[src/rtl/bcd_conv_sched.sv]
// Shares one external binary-to-BCD converter among NCH channels, round-robin,
// reconverting only channels whose operand changed (or after a refresh).
module bcd_conv_sched #(
  parameter int NCH   = 3,
  parameter int BIN_W = 18,
  parameter int BCD_W = 21,
  parameter int TMO   = 63
) (
  input  logic                   clk,
  input  logic                   rst,
  input  logic [NCH*BIN_W-1:0]   bin_in,
  input  logic                   refresh,
  input  logic                   err_clr,
  output logic [BIN_W-1:0]       conv_bin,
  output logic                   conv_start,
  input  logic                   conv_done,
  input  logic [BCD_W-1:0]       conv_bcd,
  output logic [NCH*BCD_W-1:0]   bcd_out,
  output logic [NCH-1:0]         upd,
  output logic                   busy,
  output logic                   err
);

  localparam int SW = (NCH > 1) ? $clog2(NCH) : 1;
  localparam int CW = (TMO > 0) ? $clog2(TMO + 1) : 1;

  typedef enum logic [1:0] {IDLE, LOAD, WAIT, STORE} state_t;

  state_t           state_q;
  logic [BIN_W-1:0] last_q [NCH];
  logic [BCD_W-1:0] slot_q [NCH];
  logic [NCH-1:0]   vld_q;
  logic [NCH-1:0]   pend;
  logic [SW-1:0]    ptr_q;
  logic [SW-1:0]    sel_q;
  logic [BIN_W-1:0] op_q;
  logic [CW-1:0]    cnt_q;
  logic [NCH-1:0]   upd_q;
  logic             start_q;
  logic             err_q;
  logic [SW-1:0]    pick_d;
  logic             found_d;

  generate
    for (genvar gi = 0; gi < NCH; gi++) begin : g_ch
      assign pend[gi] = !vld_q[gi] || (bin_in[gi*BIN_W +: BIN_W] != last_q[gi]);
      assign bcd_out[gi*BCD_W +: BCD_W] = slot_q[gi];
    end
  endgenerate

  // Scan from farthest to nearest after ptr so the nearest pending channel wins.
  always_comb begin
    int idx;
    idx     = 0;
    pick_d  = '0;
    found_d = 1'b0;
    for (int k = NCH; k >= 1; k--) begin
      idx = (int'(ptr_q) + k) % NCH;
      if (pend[idx]) begin
        pick_d  = SW'(idx);
        found_d = 1'b1;
      end
    end
  end

  always_ff @(posedge clk) begin
    if (rst) begin
      state_q <= IDLE;
      ptr_q   <= SW'(NCH - 1);
      sel_q   <= '0;
      op_q    <= '0;
      cnt_q   <= '0;
      upd_q   <= '0;
      start_q <= 1'b0;
      err_q   <= 1'b0;
      vld_q   <= '0;
      for (int i = 0; i < NCH; i++) begin
        last_q[i] <= '0;
        slot_q[i] <= '0;
      end
    end else begin
      start_q <= 1'b0;
      upd_q   <= '0;
      if (refresh) vld_q <= '0;
      if (err_clr) err_q <= 1'b0;
      case (state_q)
        IDLE: begin
          if (found_d) begin
            sel_q   <= pick_d;
            op_q    <= bin_in[int'(pick_d)*BIN_W +: BIN_W];
            start_q <= 1'b1;
            state_q <= LOAD;
          end
        end
        LOAD: begin
          cnt_q   <= '0;
          state_q <= WAIT;
        end
        WAIT: begin
          // Slot is written on the done edge so upd and the new value appear together in STORE.
          if (conv_done) begin
            slot_q[sel_q] <= conv_bcd;
            last_q[sel_q] <= op_q;
            vld_q[sel_q]  <= 1'b1;
            upd_q[sel_q]  <= 1'b1;
            state_q       <= STORE;
          end else if (cnt_q == CW'(TMO)) begin
            err_q   <= 1'b1;
            ptr_q   <= sel_q;
            state_q <= IDLE;
          end else begin
            cnt_q <= cnt_q + 1'b1;
          end
        end
        STORE: begin
          ptr_q   <= sel_q;
          state_q <= IDLE;
        end
        default: state_q <= IDLE;
      endcase
    end
  end

  assign conv_bin   = op_q;
  assign conv_start = start_q;
  assign upd        = upd_q;
  assign busy       = (state_q != IDLE);
  assign err        = err_q;

endmodule

[config.mk]
export PLATFORM = sky130hd
export DESIGN_NAME = bcd_conv_sched
export DESIGN_NICKNAME = d
export VERILOG_FILES = /design/src/rtl/bcd_conv_sched.sv
export SDC_FILE = /design/constraint.sdc
export NUM_CORES = 1
export LEC_CHECK = 0
export CORE_UTILIZATION = 68
export DETAILED_ROUTE_END_ITERATION = 16
export DONT_BUFFER_PORTS = 1
export PLACE_DENSITY = 0.84
export SYNTH_ARGS = -nofsm -noshare
export SYNTH_HDL_FRONTEND = slang
export SYNTH_SLANG_ARGS = --single-unit
export TNS_END_PERCENT = 20
[constraint.sdc]
create_clock -name clk -period 5.01 [get_ports clk]
set_input_delay 1.503 -clock clk [delete_from_list [all_inputs] [get_ports clk]]
set_output_delay 1.503 -clock clk [all_outputs]
set_load 0.03 [all_outputs]
==> flow_summary.yaml <==
die:
  boundaryPins: 167
  core_area_um2: 9864
  initial_core_util_pct: 71.02
  dieArea_um2: 10710
  fp.dieW_um: 103.5
  die_y_um: 103.5
  row_count: 36
global_routing:
  grt_use_total_pct: 29.21
  antenna_found_initial: 0
  gr-total-overflow: 0
  grt_pass1_wl_um: 23310
  first_global_vias: 4305
  grt_start_max_net_pins: 59
layout:
  syn2layout_area_growth_pct: 9.359
  drive_gt1_share_pct: 12.48
  fillers: 592
  final_cell_mix: "and2_1 (117), edfxtp_1 (117), xnor2_1 (51)"
  diodes: 0
  fin_util_pct: 77.66
  layout.nets: 615
  final_area_um2: 7661
  instances_no_fill: 678
placed_design:
  pre_cts_ws_ns: 0.8048
  place_inst: 646
  port_buffers: 0
  gp_congestion: 0.8430
  hpwl_um: 9727
  dpl_cell_area_um2: 7096
yosys:
  synth_fp_nets: 620
  synth_async_sr_flop_share_pct: 0
  ys_seq_area_share_pct: 61.01
  netlist_area_um2: 7005
  synthFlopType: "edfxtp_1"
  ys_seq_elements: 155
  synth.avg_cell_area_um2: 13.05
  netlist-cell-type-count: 44
  syn_inst: 537
  synth_edf_count: 117
  ys.warnings.count: 0
power_and_ir_drop:
  vdd_drop_max_v: 0.0002312
  finalPower_mw: 2.987
  powerDensity_nw_per_um2: 389.9
  leakage_nw: 2.807
critical_path:
  crit_path_start: "bin_in[49]"
  critPathArrivalTime_ns: 4.14
  path_class: "in2reg"
  timing.rr.end: "conv_bin[8]"
  r2r_slack_ns: 1.81
  crit_path_end_kind: "flip-flop"
  cp_data_required_time_ns: 5.42
  cp_max_fo: 30
  worstSetupStartpointType: "input pin"
  crit_path_end: "conv_bin[8]"
  timing.rr.start: "last_q[2][13]"
  rr_worst_depth: 9
sta:
  fin_ws_ns: 1.280
  slew_violations: 0
  clock_skew_ns: 0.006185
  fin_crit_sh_pct: 74.45
  hold_viol: 0
  worst_slew_pin_slew_ns: 1.092
  fmax_ghz: 0.2681
  whs_ns: 0.4655
  slew_headroom_pct: 27.19
  finalSetupViolations: 0
  rsz0062_at_grt: "no"
  period_minus_slack_ns: 3.730
  fin_tns_setup_ns: 0
clock_tree:
  htree_levels: 4
  cts_root_buf: "clkbuf_8"
  hold_buffers: 0
  cts_tree: "yes"
  cts.sinks: 155
  clkTransAtPathRegs_ns: 0.06
  post_cts_resized: 0
  worst_skew_pair.late_latency_ns: 0.53
  numCtsBuffers: 17
  clockBufferDepth: 2
  postCtsSetupBuffers: 0
route:
  ant_nets: 0
  dr.pass1.iters: 5
  vias: 4208
  drc: 0
  drt_iter0_drc: 263
  drt-total-wl_um: 15020
  vias_per_cell: 6.206
  wire_per_inst_um: 22.15
job:
  max_cap_viol_count: 0
min_path:
  hp-class: "reg2reg"
status:
  status: "complete, no violations"
routing by layer:
layer	vias to the layer above	global-route usage, %	part of all wire [%]
met2	215	46.98	49
met3	39	10.45	9.3
li1	1925	-	-
met5	-	0	0
met1	2029	35.51	39
met4	0	13.15	3.2
flip-flops by register name (all words and copies together), names as in the netlist:
register    count
sel_q           2
err             1
last_q         54
slot_q         63
ptr_q           2
vld_q           3
conv_bin       18
cnt_q           6
upd             3
state_q         2
conv_start      1
kinds of logic (layout without fill, tap and decap cells):
family / after synthesis / after routing / share of synthesized area [%]
and+or+nand+nor: 221 / 221 / 20.18
DFF: 155 / 155 / 61.01
xor gates and xnor gates: 56 / 56 / 7.001
AOI/OAI and AO/OA: 41 / 41 / 4.751
buffers and inverters: 38 / 46 / 2.429
muxes: 21 / 21 / 3.769
adders and majority gates: 5 / 5 / 0.8573
critical path, stage by stage:
cell	delay, ns
xnor2_1	0.22
nand4_1	0.15
nor3_2	0.26
nand4_1	0.22
maj3_2	0.36
o211a_1	0.52
buf_4	0.39
and4b_1	0.23
a311o_1	0.28
final cells by class:
type	count	area, um2	area share [%]
sequential	155	4274	55.79
multi-input combinational	344	2580	33.68
clock buffer	18	417.9	5.455
tap	133	166.4	2.172
clock inverter	14	147.6	1.927
timing repair buffer	6	45.04	0.5879
inverter	8	30.03	0.3920
worst min-delay path by stage:
stage                     slack (ns)  startpoint        to  cells after the start
after detailed placement        0.45    vld_q[0]  vld_q[0]                      1
after global placement          0.43    vld_q[0]  vld_q[0]                      1
after floorplan                 0.43    vld_q[0]  vld_q[0]                      1
after CTS                       0.46    vld_q[0]  vld_q[0]                      1
final                           0.47    vld_q[0]  vld_q[0]                      1
after global routing            0.48    vld_q[1]  vld_q[1]                      1
Yosys cell counts, types with 2 or more instances:
| cell type | instances | area [um2] |
|---|---|---|
| a21o_1 | 4 | 30.03 |
| a21oi_1 | 8 | 40.04 |
| a311o_1 | 18 | 180.2 |
| and2_1 | 117 | 732.0 |
| and4b_1 | 18 | 180.2 |
| buf_1 | 2 | 7.510 |
| buf_2 | 3 | 15.01 |
| clkbuf_1 | 23 | 86.33 |
| dfxtp_1 | 38 | 760.7 |
| edfxtp_1 | 117 | 3513 |
| ha_1 | 3 | 37.54 |
| inv_1 | 8 | 30.03 |
| maj3_2 | 2 | 22.52 |
| mux2_2 | 11 | 123.9 |
| mux2_4 | 8 | 120.1 |
| mux2i_1 | 2 | 20.02 |
| nand2_1 | 6 | 22.52 |
| nand2b_1 | 3 | 18.77 |
| nand3_1 | 5 | 25.02 |
| nand3b_1 | 2 | 15.01 |
| nand4_1 | 14 | 87.58 |
| nor2_1 | 18 | 67.56 |
| nor2b_1 | 4 | 25.02 |
| nor3_1 | 3 | 15.01 |
| nor3_2 | 2 | 20.02 |
| nor3b_1 | 18 | 135.1 |
| nor4_1 | 3 | 18.77 |
| o21ai_0 | 4 | 20.02 |
| or2_2 | 4 | 25.02 |
| xnor2_1 | 51 | 446.7 |
| xor2_1 | 5 | 43.79 |
power breakdown:
group          switching, mW  internal, mW  leakage [nW]
sequential             0.132          1.44          1.52
combinational          0.109        0.0863          1.02
clock                  0.506         0.710         0.267
Note: power is estimated with default switching activity, not from simulation.
